## src/rtl/btn_debounce.sv

```systemverilog
// btn_debounce: per-channel button debouncer.
// The raw inputs are synchronized, sampled on each rising edge of the divided
// slow_clk level, and filtered by a four-state FSM per channel that emits
// one-clk press/release pulses.
// Optional auto-repeat while a button is held: define BTN_DEBOUNCE_AUTOREPEAT_EN.
module btn_debounce #(
  parameter int unsigned N_BTN         = 4,
  parameter int unsigned STABLE_CNT    = 3,
  parameter int unsigned REPEAT_START  = 20,
  parameter int unsigned REPEAT_PERIOD = 5
) (
  input  logic             clk,
  input  logic             rst,
  input  logic             slow_clk,
  input  logic [N_BTN-1:0] btn_raw,
  output logic [N_BTN-1:0] btn_level,
  output logic [N_BTN-1:0] press_pulse,
  output logic [N_BTN-1:0] release_pulse,
  output logic             any_press
);

  localparam int unsigned CNT_W = $clog2(STABLE_CNT + 1);

  localparam logic [1:0] S_IDLE        = 2'd0;
  localparam logic [1:0] S_PRESS_CHK   = 2'd1;
  localparam logic [1:0] S_HELD        = 2'd2;
  localparam logic [1:0] S_RELEASE_CHK = 2'd3;

  logic             r_slow_d;
  logic             w_strobe;
  logic [N_BTN-1:0] r_sync1;
  logic [N_BTN-1:0] r_sync2;
  logic [N_BTN-1:0] w_press_nxt;
  logic [N_BTN-1:0] w_release_nxt;
  logic [N_BTN-1:0] w_level_nxt;

  // Sample-rate edge detect and two-flop input synchronizer.
  // slow_d resets high so a slow_clk already high at reset release is not a strobe.
  always_ff @(posedge clk) begin
    if (rst) begin
      r_slow_d <= 1'b1;
      r_sync1  <= '0;
      r_sync2  <= '0;
    end else begin
      r_slow_d <= slow_clk;
      r_sync1  <= btn_raw;
      r_sync2  <= r_sync1;
    end
  end

  assign w_strobe = slow_clk & ~r_slow_d;

  for (genvar g = 0; g < N_BTN; g++) begin : g_ch
    logic [1:0]       r_state;
    logic [1:0]       w_state_nxt;
    logic [CNT_W-1:0] r_cnt;
    logic [CNT_W-1:0] w_cnt_nxt;
    logic [CNT_W-1:0] w_cnt_inc;
    logic             w_hit;
    logic             w_press_c;
    logic             w_release_c;

    // Saturating increment; w_hit marks the sample that completes a stable run.
    assign w_cnt_inc = (r_cnt >= CNT_W'(STABLE_CNT)) ? r_cnt : r_cnt + CNT_W'(1);
    assign w_hit     = (w_cnt_inc == CNT_W'(STABLE_CNT));

    // Channel state and stability counter register.
    always_ff @(posedge clk) begin
      if (rst) begin
        r_state <= S_IDLE;
        r_cnt   <= '0;
      end else begin
        r_state <= w_state_nxt;
        r_cnt   <= w_cnt_nxt;
      end
    end

    // Next-state logic; only strobe cycles move the FSM. IDLE and HELD keep
    // cnt at zero, so the same increment path also covers STABLE_CNT == 1.
    always_comb begin
      w_state_nxt = r_state;
      w_cnt_nxt   = r_cnt;
      w_press_c   = 1'b0;
      w_release_c = 1'b0;
      if (w_strobe) begin
        case (r_state)
          S_IDLE, S_PRESS_CHK: begin
            if (r_sync2[g]) begin
              if (w_hit) begin
                w_state_nxt = S_HELD;
                w_cnt_nxt   = '0;
                w_press_c   = 1'b1;
              end else begin
                w_state_nxt = S_PRESS_CHK;
                w_cnt_nxt   = w_cnt_inc;
              end
            end else begin
              w_state_nxt = S_IDLE;
              w_cnt_nxt   = '0;
            end
          end
          S_HELD, S_RELEASE_CHK: begin
            if (!r_sync2[g]) begin
              if (w_hit) begin
                w_state_nxt = S_IDLE;
                w_cnt_nxt   = '0;
                w_release_c = 1'b1;
              end else begin
                w_state_nxt = S_RELEASE_CHK;
                w_cnt_nxt   = w_cnt_inc;
              end
            end else begin
              w_state_nxt = S_HELD;
              w_cnt_nxt   = '0;
            end
          end
        endcase
      end
    end

`ifdef BTN_DEBOUNCE_AUTOREPEAT_EN
    localparam int unsigned RPT_MAX = (REPEAT_START > REPEAT_PERIOD) ? REPEAT_START
                                                                     : REPEAT_PERIOD;
    localparam int unsigned RPT_W   = $clog2(RPT_MAX + 1);

    logic [RPT_W-1:0] r_rpt;
    logic [RPT_W-1:0] w_rpt_nxt;
    logic [RPT_W-1:0] w_rpt_inc;
    logic [RPT_W-1:0] w_rpt_tgt;
    logic             r_rpt_first;
    logic             w_rpt_first_nxt;
    logic             w_rpt_c;

    // The counter restarts after every repeat pulse, so it never exceeds RPT_MAX.
    assign w_rpt_inc = r_rpt + RPT_W'(1);
    assign w_rpt_tgt = r_rpt_first ? RPT_W'(REPEAT_START) : RPT_W'(REPEAT_PERIOD);

    // Repeat counter register.
    always_ff @(posedge clk) begin
      if (rst) begin
        r_rpt       <= '0;
        r_rpt_first <= 1'b1;
      end else begin
        r_rpt       <= w_rpt_nxt;
        r_rpt_first <= w_rpt_first_nxt;
      end
    end

    // Count held strobes: first repeat after REPEAT_START, then every REPEAT_PERIOD.
    always_comb begin
      w_rpt_nxt       = r_rpt;
      w_rpt_first_nxt = r_rpt_first;
      w_rpt_c         = 1'b0;
      if (r_state != S_HELD) begin
        w_rpt_nxt       = '0;
        w_rpt_first_nxt = 1'b1;
      end else if (w_strobe) begin
        if (r_sync2[g]) begin
          if (w_rpt_inc >= w_rpt_tgt) begin
            w_rpt_nxt       = '0;
            w_rpt_first_nxt = 1'b0;
            w_rpt_c         = 1'b1;
          end else begin
            w_rpt_nxt = w_rpt_inc;
          end
        end else begin
          w_rpt_nxt       = '0;
          w_rpt_first_nxt = 1'b1;
        end
      end
    end

    assign w_press_nxt[g] = w_press_c | w_rpt_c;
`else
    assign w_press_nxt[g] = w_press_c;
`endif
    assign w_release_nxt[g] = w_release_c;
    assign w_level_nxt[g]   = (w_state_nxt == S_HELD) || (w_state_nxt == S_RELEASE_CHK);
  end

`ifndef BTN_DEBOUNCE_AUTOREPEAT_EN
  // Repeat parameters have no function in this build.
  logic w_unused_rpt;
  assign w_unused_rpt = ^{32'(REPEAT_START), 32'(REPEAT_PERIOD)};
`endif

  // Registered outputs: level and pulses change together, one clk after the strobe.
  always_ff @(posedge clk) begin
    if (rst) begin
      btn_level     <= '0;
      press_pulse   <= '0;
      release_pulse <= '0;
      any_press     <= 1'b0;
    end else begin
      btn_level     <= w_level_nxt;
      press_pulse   <= w_press_nxt;
      release_pulse <= w_release_nxt;
      any_press     <= |w_press_nxt;
    end
  end

endmodule

```

## config.mk

```make
export PLATFORM = sky130hd
export DESIGN_NAME = btn_debounce
export DESIGN_NICKNAME = d
export VERILOG_FILES = /design/src/rtl/btn_debounce.sv
export SDC_FILE = /design/constraint.sdc
export NUM_CORES = 1
export LEC_CHECK = 0
export CORE_UTILIZATION = 50
export CTS_CLUSTER_SIZE = 20
export DETAILED_ROUTE_END_ITERATION = 6
export GPL_TIMING_DRIVEN = 1
export PLACE_DENSITY_LB_ADDON = 0.25
export SLEW_MARGIN = 40
export SYNTH_ARGS = -nofsm -noshare
export SYNTH_HDL_FRONTEND = slang
export SYNTH_SLANG_ARGS = --single-unit
export TNS_END_PERCENT = 100
```

## constraint.sdc

```tcl
create_clock -name clk -period 1.3 [get_ports clk]
set_input_delay 0.13 -clock clk [delete_from_list [all_inputs] [get_ports clk]]
set_output_delay 0.13 -clock clk [all_outputs]
set_load 0.05 [all_outputs]
```

== After elaboration in Yosys (flattened, before gate mapping) ==
Index checks and enable logic that the tools add are counted.

* Output and inout port bits: 13
* Input port bits: 7
* Bits in registers: 38
* Word-level logic and storage cells: 138

* Add/subtract/negate cells: 4
* Reduce and logical (&&, ||, !) cells: 21
* Bitwise operators: 7
* Multiplexer cells: 60
* Equal/unequal tests: 24
* Order comparisons: 4

{| class="wikitable"
|+ Operators by type and width
! kind !! number
|-
| 2-to-1 mux 2 bit || 36
|-
| == test 2 bit, second input constant || 20
|-
| case mux 2 bit (2 select lines) || 8
|-
| OR reduction 4 bit || 5
|-
| 2-to-1 mux 1 bit || 16
|-
| OR reduction 2 bit || 8
|-
| adder 2 x 1 -> 2 bit, second input constant || 4
|-
| == test 2 x 1 -> 1 bit, second input constant || 4
|-
| greater-or-equal comparator 2 bit, second input constant || 4
|-
| zero test 2 bit || 4
|-
| inverter 1 bit || 6
|-
| logical OR 1 bit || 4
|-
| AND 1 bit || 1
|}

== Logic depth before layout (Yosys ltp) ==
* Word-level depth: 9
* Depth in mapped cells: 5
* Gate-level depth less buffers: 3

== Least setup slack after synthesis ==
No wires, ideal clock.

* Path type: reg2reg
* Start: reg r_slow_d
* End: reg any_press
* Slack: 277 ps
* Cell stages (with the launch flop): 5
* Arrival time: 946 ps
* Required time: 1223 ps
* Library setup time: 77 ps
* Buffers on the path: 1
* Clock period less this slack: 1023 ps
* Path through: dfxtp_1 -> nand2b_4 -> or2_1 -> buf_6 -> a41oi_2

* Word-level cells in the longest chain between the ends: 4
* Elaborated cells on any way between the ends: 7
* Those cells by class: mux: 4; bitwise: 2; reduce/logical: 1

{| class="wikitable"
|+ RTL lines
! what !! RTL line !! RTL
|-
| from (decl) || 29 || <nowiki>logic r_slow_d;</nowiki>
|-
| from (signal assigned) || 45 || <nowiki>r_slow_d <= slow_clk;</nowiki>
|-
| inverter 1 bit * || 51 || <nowiki>assign w_strobe = slow_clk & ~r_slow_d;</nowiki>
|-
| AND 1 bit * || 51 ||
|-
| 2-to-1 mux 1 bit || 85 || <nowiki>if (w_strobe) begin</nowiki>
|-
| OR reduction 4 bit * || 198 || <nowiki>any_press <= |w_press_nxt;</nowiki>
|-
| to (signal assigned) || 198 ||
|-
| to (decl) || 19 || <nowiki>output logic any_press</nowiki>
|}

Mark *: on every way between the ends. The rest lies on a longest branch, timed or not.
A chain may end at the register's enable or synchronous reset.

== Worst setup path in the final report ==
* Start: reg r_slow_d
* End: reg press_pulse[3]

* Word-level cells in the longest chain between the ends: 3

{| class="wikitable"
|+ RTL lines
! what !! RTL line !! RTL
|-
| inverter 1 bit || 51 ||
|-
| AND 1 bit || 51 ||
|-
| 2-to-1 mux 1 bit || 85 ||
|-
| to (signal assigned) || 196 || <nowiki>press_pulse <= w_press_nxt;</nowiki>
|-
| to (decl) || 17 || <nowiki>output logic [N_BTN-1:0] press_pulse,</nowiki>
|}

Every way passes these cells.

==> results.tsv <==
metric	value	unit
GRT Overall Usage	0.1976	
synth warn	0	
DRC	0	
worst-margin pin slew	0.3526	ns
FF+latch count, synth	34	
Place WS	-0.2408	ns
hold path depth	2	
Vias/cell	5.089	
Max clock buf depth	2	
ANT nets after route	0	
clock root cell	clkbuf_4	
Max H-tree Level	2	
Fillers	160	
r2r setup slk	0.1	ns
Rel. slew slack	0.7650	
hold path start	btn_raw[1]	
total CTS buffers	5	
clock skew	0.002637	ns
vias in the first global route	817	
commonest cells after routing, fill and taps aside	34 x dfxtp_1, 13 x nand3b_1, 13 x nor2_1, 13 x buf_12, 11 x nand2_1	
Initial Util	0.5389	
Power Density	1037	nW/um^2
# port buffers	19	
Critical Path RT	1.51	ns
non-filler cells, final	168	
RR Startpoint	r_slow_d	
max_cap viols	0	
CP top delay family	simple AND/OR/NAND/NOR gates	
proportion of synthesized chip area in sequential cells	0.5655	
Worst R2R End	press_pulse[3]	
post-synthesis cell count	116	
Die Area	2608	sq um
RSZ-0062 raised after global routing	false	
Final setup viols	0	
r2r worst-path depth	3	
Synth cell types	19	
Rows	17	
Final HPWL DP	1600	microns
chip width	51.07	microns
DR pass1 iterations	4	
Core ar.	2233	sq um
Cell Chain, Critical Path	nand2b_4 -> or2_1 -> nor2_1	
# nets final	147	
Critical Path End Type	register	
Final min period	1.200	ns
CP bufs+invs	0	
commonest non-fill, non-tap cell in the layout	dfxtp_1	
crit path kind	reg -> reg	
post-CTS setup buffer count	0	
Via Count	855	
Cell Area, Synth	1204	sq um
later-pin clock latency in the skew report	0.32	ns
Storage cell area	680.7	sq um
gr ovfl total	0	
worst-path fanout max	9	
crit share post-route	0.9232	
max incr delay on CP	0.48	ns
Top Ports	20	
final slew viol count	0	
post-route setup TNS	0	ns
largest net degree at the start of global routing	16	
hold_buf cts	0	
Mapped Nets	123	
CTS tree	built	
DRT iter0 DRCs	11	
Mean Syn Cell Area	10.38	sq um
Final Worst Setup Slack	0.09984	ns
hold_ws	0.3476	ns
Clock Pin Slew Worst Setup and Hold Paths	0.09	ns
wire length per cell	12.55	microns
placed cells	161	
crit path launch type	register	
status	finished, final reports clean	
Fin. Hold Viols	0	
layout cells sized above 1	0.2000	
Resize count post-CTS	0	
Hold EP	r_sync1[1]	
worst vdd ir	703.8	uV
Final Wtd Congestion	0.8327	
DIE HEIGHT	51.07	microns
Slowest-stage cell, CP	dfxtp_1	
Routed WL	2109	microns
first-pass GRT wire length	3581	microns
antenna cells	0	
antenna violations before repair	0	
area occupied by multi-input gates	485.5	sq um
hold crit path type	in -> reg	
total power	1.655	mW
Area Growth Syn to Fin	32.64	%
Max Clk Rate	833.2	MHz
Lkg Pwr	0.6067	nW
CTS sink cnt	34	
Arr. time, crit path	1.41	ns
## kinds of logic (layout without fill, tap and decap cells)
kind of cell,Yosys count,after routing,share of synthesized area
compound gates,9,9,0.05510
mux,4,4,0.03327
xor+xnor,4,4,0.02910
flops,34,34,0.5655
buf+inv,6,30,0.03118
simple gates,59,59,0.2859
## state kept, by name, indices dropped and copies added, names as in the netlist
signal / count
r_slow_d: 1
r_sync2: 4
press_pulse: 4
any_press: 1
g_ch.r_cnt: 8
r_sync1: 4
g_ch.r_state: 4
btn_level: 4
release_pulse: 4
## synthesized netlist by cell type
| cell | n | area share |
|---|---|---|
| a41oi_2 | 1 | 0.014 |
| mux2i_1 | 4 | 0.033 |
| xor2_1 | 4 | 0.029 |
| buf_4 | 2 | 0.012 |
| nor2b_1 | 8 | 0.042 |
| o31ai_1 | 4 | 0.025 |
| nor3b_1 | 4 | 0.025 |
| nor2_1 | 13 | 0.041 |
| nor3_2 | 3 | 0.025 |
| nand3b_1 | 13 | 0.081 |
| a21oi_1 | 4 | 0.017 |
| or2_2 | 1 | 0.0052 |
| dfxtp_1 | 34 | 0.57 |
| nand2_1 | 11 | 0.034 |
| buf_6 | 1 | 0.0094 |
| clkbuf_1 | 3 | 0.0094 |
| nand2b_4 | 1 | 0.011 |
| or2_1 | 1 | 0.0052 |
| nand3_1 | 4 | 0.017 |
## stage by stage
stage	utilization	cell area, sq um
global route	0.7148	1597
detailed placement	0.6947	1551
floorplan	-	1204
finish	0.7148	1597
global placement	0.6947	1551
CTS	0.7148	1597
## per-layer routing
layer | GRT usage | share of wire
met5 | 0 | 0
met4 | 0.1250 | 0.026
met3 | 0.07738 | 0.052
met2 | 0.3048 | 0.46
met1 | 0.2266 | 0.46
## report_power, final
part	switching, mW	internal (mW)	total [mW]
Clock	0.307	0.204	0.511
Combinational	0.0342	0.0425	0.0767
Sequential	0.0124	1.06	1.07
Total	0.354	1.30	1.65
## cell type report
type | count | share of cell area
flip-flops and latches | 34 | 0.4263
well taps | 28 | 0.02194
repair buffers | 23 | 0.2194
multi-input cells | 76 | 0.3041
clock buffers | 7 | 0.02821
## worst max path at each step
stage / to / cells past startpoint / slack [ns] / from
after floorplan: any_press / 4 / 0.28 / r_slow_d
after global placement: any_press / 4 / -0.14 / slow_clk
after detailed placement: g_ch[3].r_cnt[0] / 4 / -0.24 / slow_clk
after CTS: g_ch[3].r_cnt[0] / 4 / 0.1 / slow_clk
after global routing: press_pulse[0] / 3 / 0.004 / r_slow_d
final: press_pulse[3] / 3 / 0.1 / r_slow_d
(Power assumes the default switching activity.)
==> variant 1: new RTL, config.mk and constraints unchanged <==
Change the parameter `STABLE_CNT` from 3 to 6.
--- a/src/rtl/btn_debounce.sv
+++ b/src/rtl/btn_debounce.sv
@@ -7,3 +7,3 @@
   parameter int unsigned N_BTN         = 4,
-  parameter int unsigned STABLE_CNT    = 3,
+  parameter int unsigned STABLE_CNT    = 6,
   parameter int unsigned REPEAT_START  = 20,
Function: changed (a bounded check fails within 10 cycles, from zero or initial values and one cycle with rst high).
==> variant 1 against the unedited design <==
- the run now ends with setup timing left
- synthesized area increased by 46%
- combinational power increased by 60%
- highest routed layer unchanged
- maximum frequency decreased by 37%
- sequential power increased by 10%
- clock power increased by 27%
- worst setup slack got worse by 0.69 ns
- wire length increased by 140%
- critical path depth increased by 4
- final area increased by 83%
- core utilization increased by 15 points
- sequential cell count increased by 4
- power increased by 18%
==> variant 1: results (changes against the unedited design) <==
[status]
outcome=complete, but fails checks
violations=setup timing

[timing]
final.setup_skew_ns=0.0151  ; +0.0125 ns
setup_violations=24  ; +24
tightest_slew_ns=0.500  ; +0.147 ns
holdWs_ns=0.329  ; -0.0185 ns
setup_ws_ns=-0.593  ; -0.693 ns

[critical_path]
cp_slowest_cell=or4b_4
cp_max_fo=4  ; -5
crit_family=simple AND/OR/NAND/NOR gates
r2r-start=g_ch[3].r_cnt[1]$_SDFFE_PP0P_
slowest_delay_ns=0.52  ; +0.04 ns
crit-reg2reg-capture=any_press$_SDFF_PP0_
r2r_cells=7  ; +4
cp.arrival_ns=2.20  ; +0.79 ns

[synth]
yosysUniqueCellTypes=34  ; +15
synthesis.nets=211  ; +72%
synth_commonest_cells=38 x dfxtp_1, 18 x nor2_1, 17 x nor2b_1
yosysWarningCount=0  ; unchanged
synth_area_leaders=dfxtp_1 43%, nor2b_1 6.0%, ha_1 5.7%
yosysSeqAreaShare_pct=43.3  ; -13 points

[global_route]
grtUsageTotal_pct=25.4  ; +5.6 points
grt_pass1_wl_mm=6.81  ; +90%
antenna_found_initial=0  ; unchanged
grt_pass1_vias=1583  ; +94%

[worst_hold_path]
hold_path_depth=2  ; unchanged
min_to=r_sync1[2]$_SDFF_PP0_
hp-start=btn_raw[2]

[placed_design]
hpwl_mm=2.96  ; +85%
routabilityCongestion=0.750  ; -9.9%
io_buffers=19  ; unchanged
dp_slack_ns=-0.611  ; -0.371 ns

[drt]
first_pass_iters=4  ; unchanged
routedWlPerCell_um=16.3  ; +30%
drtIter0Drc=107  ; +96
vias=1709  ; +100%

[cts]
cts_max_level=2  ; unchanged
clk_pin_slew_ns=0.11  ; +0.02 ns
cts_buffers=5  ; unchanged
cts-root-buf=clkbuf_4
clk_path_buf_depth=2  ; unchanged
insertion_delay_ns=0.36  ; +0.04 ns

[finish]
num-fill-cells=177  ; +11%
finalNetCount=279  ; +90%
layout-drive-gt1-share_pct=50.2  ; +30 points
largest_reg_flops=12  ; +4

[pwr]
ir_worst_vdd_v=0.000597  ; -15%
p_sw_share_pct=23.6  ; +2.3 points
p_leak_nw=1.08  ; +77%
p_clk_mw=0.647  ; +27%
seq_power_mw=1.18  ; +10%

variant 1: changes by cell type in the layout (fill, tap and decap cells not counted), moves of 6 or more:
cell / delta
ha_4: +6
nand2b_1: +7
nand3b_1: -12
dfxtp_4: +7
buf_4: +36
buf_6: +8
o21ai_1: +8
a21oi_2: +6
variant 1: per-layer routing:
layer,track usage [%],routed length (um),share of wire (%)
met5,0,0,0
met4,13.0,125,2.5
met3,5.04,193,3.8
met2,45.7,2770,54
met1,28.2,1990,39
variant 1: how the worst max path moves through the flow:
stage	endpoint	cells after the start	from	slack [ns]
3_5_place_dp	g_ch[3].r_state[1]$_SDFF_PP0_	6	g_ch[3].r_cnt[1]$_SDFFE_PP0P_	-0.61
5_1_grt	any_press$_SDFF_PP0_	8	g_ch[3].r_cnt[0]$_SDFFE_PP0P_	-0.64
2_1_floorplan	btn_level[3]$_SDFF_PP0_	7	g_ch[3].r_cnt[0]$_SDFFE_PP0P_	-0.47
6_report	any_press$_SDFF_PP0_	7	g_ch[3].r_cnt[1]$_SDFFE_PP0P_	-0.59
4_1_cts	g_ch[3].r_state[1]$_SDFF_PP0_	6	g_ch[3].r_cnt[1]$_SDFFE_PP0P_	-0.51
3_3_place_gp	btn_level[3]$_SDFF_PP0_	6	g_ch[3].r_cnt[1]$_SDFFE_PP0P_	-0.51
variant 1: kinds of logic after synthesis:
group                    count (synthesis)  share of synthesized area (%)
AO/OA/AOI/OAI                           45                           16.2
XOR/XNOR                                 6                           2.99
adder cells (fa/ha/maj)                  8                           5.69
buffers and inverters                   11                           2.63
flip-flops                              38                           43.3
multiplexers                             2                           1.14
AND/OR/NAND/NOR                         86                           28.1
variant 1: layout make-up:
class / count / area, um^2 / share of cell area (%)
Clock buffer: 7 / 55.1 / 1.88
Clock inverter: 1 / 5.00 / 0.171
Inverter: 5 / 28.8 / 0.984
Multi-Input combinational cell: 147 / 1280 / 43.7
Sequential cell: 38 / 790 / 27.0
Tap cell: 46 / 57.6 / 1.97
Timing Repair Buffer: 67 / 711 / 24.3
variant 1: stage by stage:
| step | TNS (ns) | std cells | util, % | cell area, um^2 | power (mW) |
|---|---|---|---|---|---|
| after floorplan | -3.34 | 196 | - | 1890 | 1.26 |
| after global placement | -5.27 | 288 | 74.1 | 2490 | 1.31 |
| after detailed placement | -6.84 | 288 | 74.1 | 2490 | 1.32 |
| after CTS | -6.05 | 304 | 80.7 | 2710 | 1.93 |
| after global routing | -8.66 | 311 | 86.9 | 2920 | 2.01 |
| final | -7.11 | 311 | 86.9 | 2920 | 1.95 |
variant 1: what timing repair did:
action	CTS	global route
hold endpoints to repair	0	0
cloned	0	0
pin swaps	20	23
endpoints found under the setup margin	28	29
gates resized for setup	24	43
buffers inserted	8	7
==> variant 2: new RTL, same settings <==
Without the edit above. Put one more register stage on the output `release_pulse`, cleared by the reset. The value now appears one clock later. The other outputs are not delayed to match.
--- a/src/rtl/btn_debounce.sv
+++ b/src/rtl/btn_debounce.sv
@@ -27,2 +27,4 @@
   localparam logic [1:0] S_RELEASE_CHK = 2'd3;
+
+  logic [N_BTN-1:0] release_pulse_s0;
 
@@ -191,3 +193,3 @@
       press_pulse   <= '0;
-      release_pulse <= '0;
+      release_pulse_s0 <= '0;
       any_press     <= 1'b0;
@@ -196,3 +198,3 @@
       press_pulse   <= w_press_nxt;
-      release_pulse <= w_release_nxt;
+      release_pulse_s0 <= w_release_nxt;
       any_press     <= |w_press_nxt;
@@ -201,2 +203,10 @@
 
+  always_ff @(posedge clk) begin
+    if (rst) begin
+      release_pulse <= '0;
+    end else begin
+      release_pulse <= release_pulse_s0;
+    end
+  end
+
 endmodule
Behaviour: same outputs for any inputs over 10 cycles, from zero or initial values and one cycle with rst high; that may be too few to reach the edited logic, so the function may still have changed.
==> variant 2 against the unedited design <==
- final cell count increased by 7.1%
- wire length grew 3.7%
- clock power grew 45%
- power grew 22%
- worst setup slack got worse by 0.010 ns
- sequential cell count grew 4
- synthesized area increased by 5.1%
- final area grew 9.6%
- clock skew is 0.0026 ns higher
- non-clock buffer count increased by 4
- highest routed layer unchanged
==> variant 2: results (changes against the unedited design) <==
[critical_path]
cp.arrival_ns=1.49  ; +0.08 ns
cp_max_fo=4  ; -5
slowest_delay_ns=0.45  ; -0.03 ns
cp_slowest_cell=or4b_1

[global_route]
grt_pass1_wl_mm=3.74  ; +4.4%
grt_pass1_vias=842  ; +3.1%
grtUsageTotal_pct=19.9  ; +0.14 points

[synth]
synthCells=123  ; +6.0%
yosysUniqueCellTypes=20  ; +1
synth_mux_area_share_pct=3.17  ; -0.16 points
synthXorXnorAreaFrac_pct=2.77  ; -0.14 points
synthesis.nets=130  ; +5.7%
synth_commonest_cells=38 x dfxtp_1, 13 x nor2_1, 12 x nor2b_1
synth_area_leaders=dfxtp_1 60%, nand3b_1 6.5%, nor2b_1 5.9%
synthAdderAreaFrac_pct=0  ; unchanged

[timing]
tightest_slew_ns=0.307  ; -0.0452 ns
final.setup_skew_ns=0.00529  ; +0.00265 ns

[placed_design]
dp.cells=172  ; +6.8%
dp_slack_ns=-0.130  ; +0.111 ns
hpwl_mm=1.52  ; -5.1%
routabilityCongestion=0.779  ; -6.4%

[drt]
vias_per_cell=5.01  ; -1.6%
vias=901  ; +5.4%
wl_mm=2.19  ; +3.7%
drtIter0Drc=20  ; +9

[cts]
clk_pin_slew_ns=0.11  ; +0.02 ns
insertion_delay_ns=0.34  ; +0.02 ns

[finish]
finalNetCount=158  ; +7.5%
layout-drive-gt1-share_pct=23.7  ; +3.7 points

[pwr]
ir_worst_vdd_v=0.00101  ; +43%
p_leak_nw=0.690  ; +14%

[status]
outcome=finished, final reports clean

variant 2: cell count changes in the layout (fill, tap and decap cells not counted), sizes merged, moves of 2 or more:
cell and delta:
nand3b -2, nor2b +4, or4b +2, dfxtp +4, buf +4, o31ai -2, a21oi +2, nand4b +2
nor3b -2, nand3 -2
variant 2: metrics by stage:
step / instance area (um^2) / total power, mW / TNS (ns)
3_5_place_dp: 1660 / 1.30 / -1.17
6_report: 1750 / 2.02 / 0
2_1_floorplan: 1260 / 1.25 / 0
3_3_place_gp: 1660 / 1.29 / -0.478
5_1_grt: 1750 / 2.09 / 0
4_1_cts: 1740 / 2.03 / 0
variant 2: final timing paths:
kind | slack, ns | startpoint | endpoint | cells past startpoint
min reg2reg | 0.44 | r_sync1[1]$_SDFF_PP0_ | r_sync2[1]$_SDFF_PP0_ | 1
max reg2reg | 0.09 | r_sync2[1]$_SDFF_PP0_ | g_ch[1].r_cnt[0]$_SDFFE_PP0P_ | 3
min | 0.32 | btn_raw[0] | r_sync1[0]$_SDFF_PP0_ | 2
max | 0.09 | r_sync2[1]$_SDFF_PP0_ | g_ch[1].r_cnt[0]$_SDFFE_PP0P_ | 3
variant 2: cell type report:
type | count | area [um^2]
Multi-Input combinational cell | 79 | 488
Tap cell | 28 | 35.0
Timing Repair Buffer | 27 | 380
Sequential cell | 38 | 767
Clock buffer | 8 | 78.8
Fill cell | 157 | 548
variant 2: kinds of logic (layout without fill, tap and decap cells):
family / Yosys count / count (layout)
flip-flops: 38 / 38
buffers and inverters: 6 / 35
multiplexers: 4 / 4
AO/OA/AOI/OAI: 9 / 9
XOR/XNOR: 4 / 4
AND/OR/NAND/NOR: 62 / 62
variant 2: repair_timing:
action / CTS / global route
pin swaps: 0 / 0
resized for setup: 1 / 5
setup endpoints to repair: 1 / 2
variant 2: metal layers:
layer	global-route usage, %	vias to the layer above	routed length, um	part of all wire, %
met3	6.09	5	113	5.2
met1	25.3	411	1060	48
met4	14.5	0	54	2.5
li1	-	464	-	-
met2	28.1	21	959	44
met5	0	-	0	0
variant 2: critical path: cells and delay by family, from the launching register on:
family          cells  cell delay, ns
simple gates        1            0.45
xor+xnor            1            0.18
compound gates      1            0.14
flops               1            0.38
variant 2: power groups by stage:
stage	sequential (mW)	combinational (mW)	clock [mW]
after floorplan	1.21	0.0407	0
after CTS	1.19	0.0842	0.760
after detailed placement	1.22	0.0813	0
after global routing	1.19	0.0921	0.806
after global placement	1.22	0.0788	0
final	1.19	0.0839	0.742
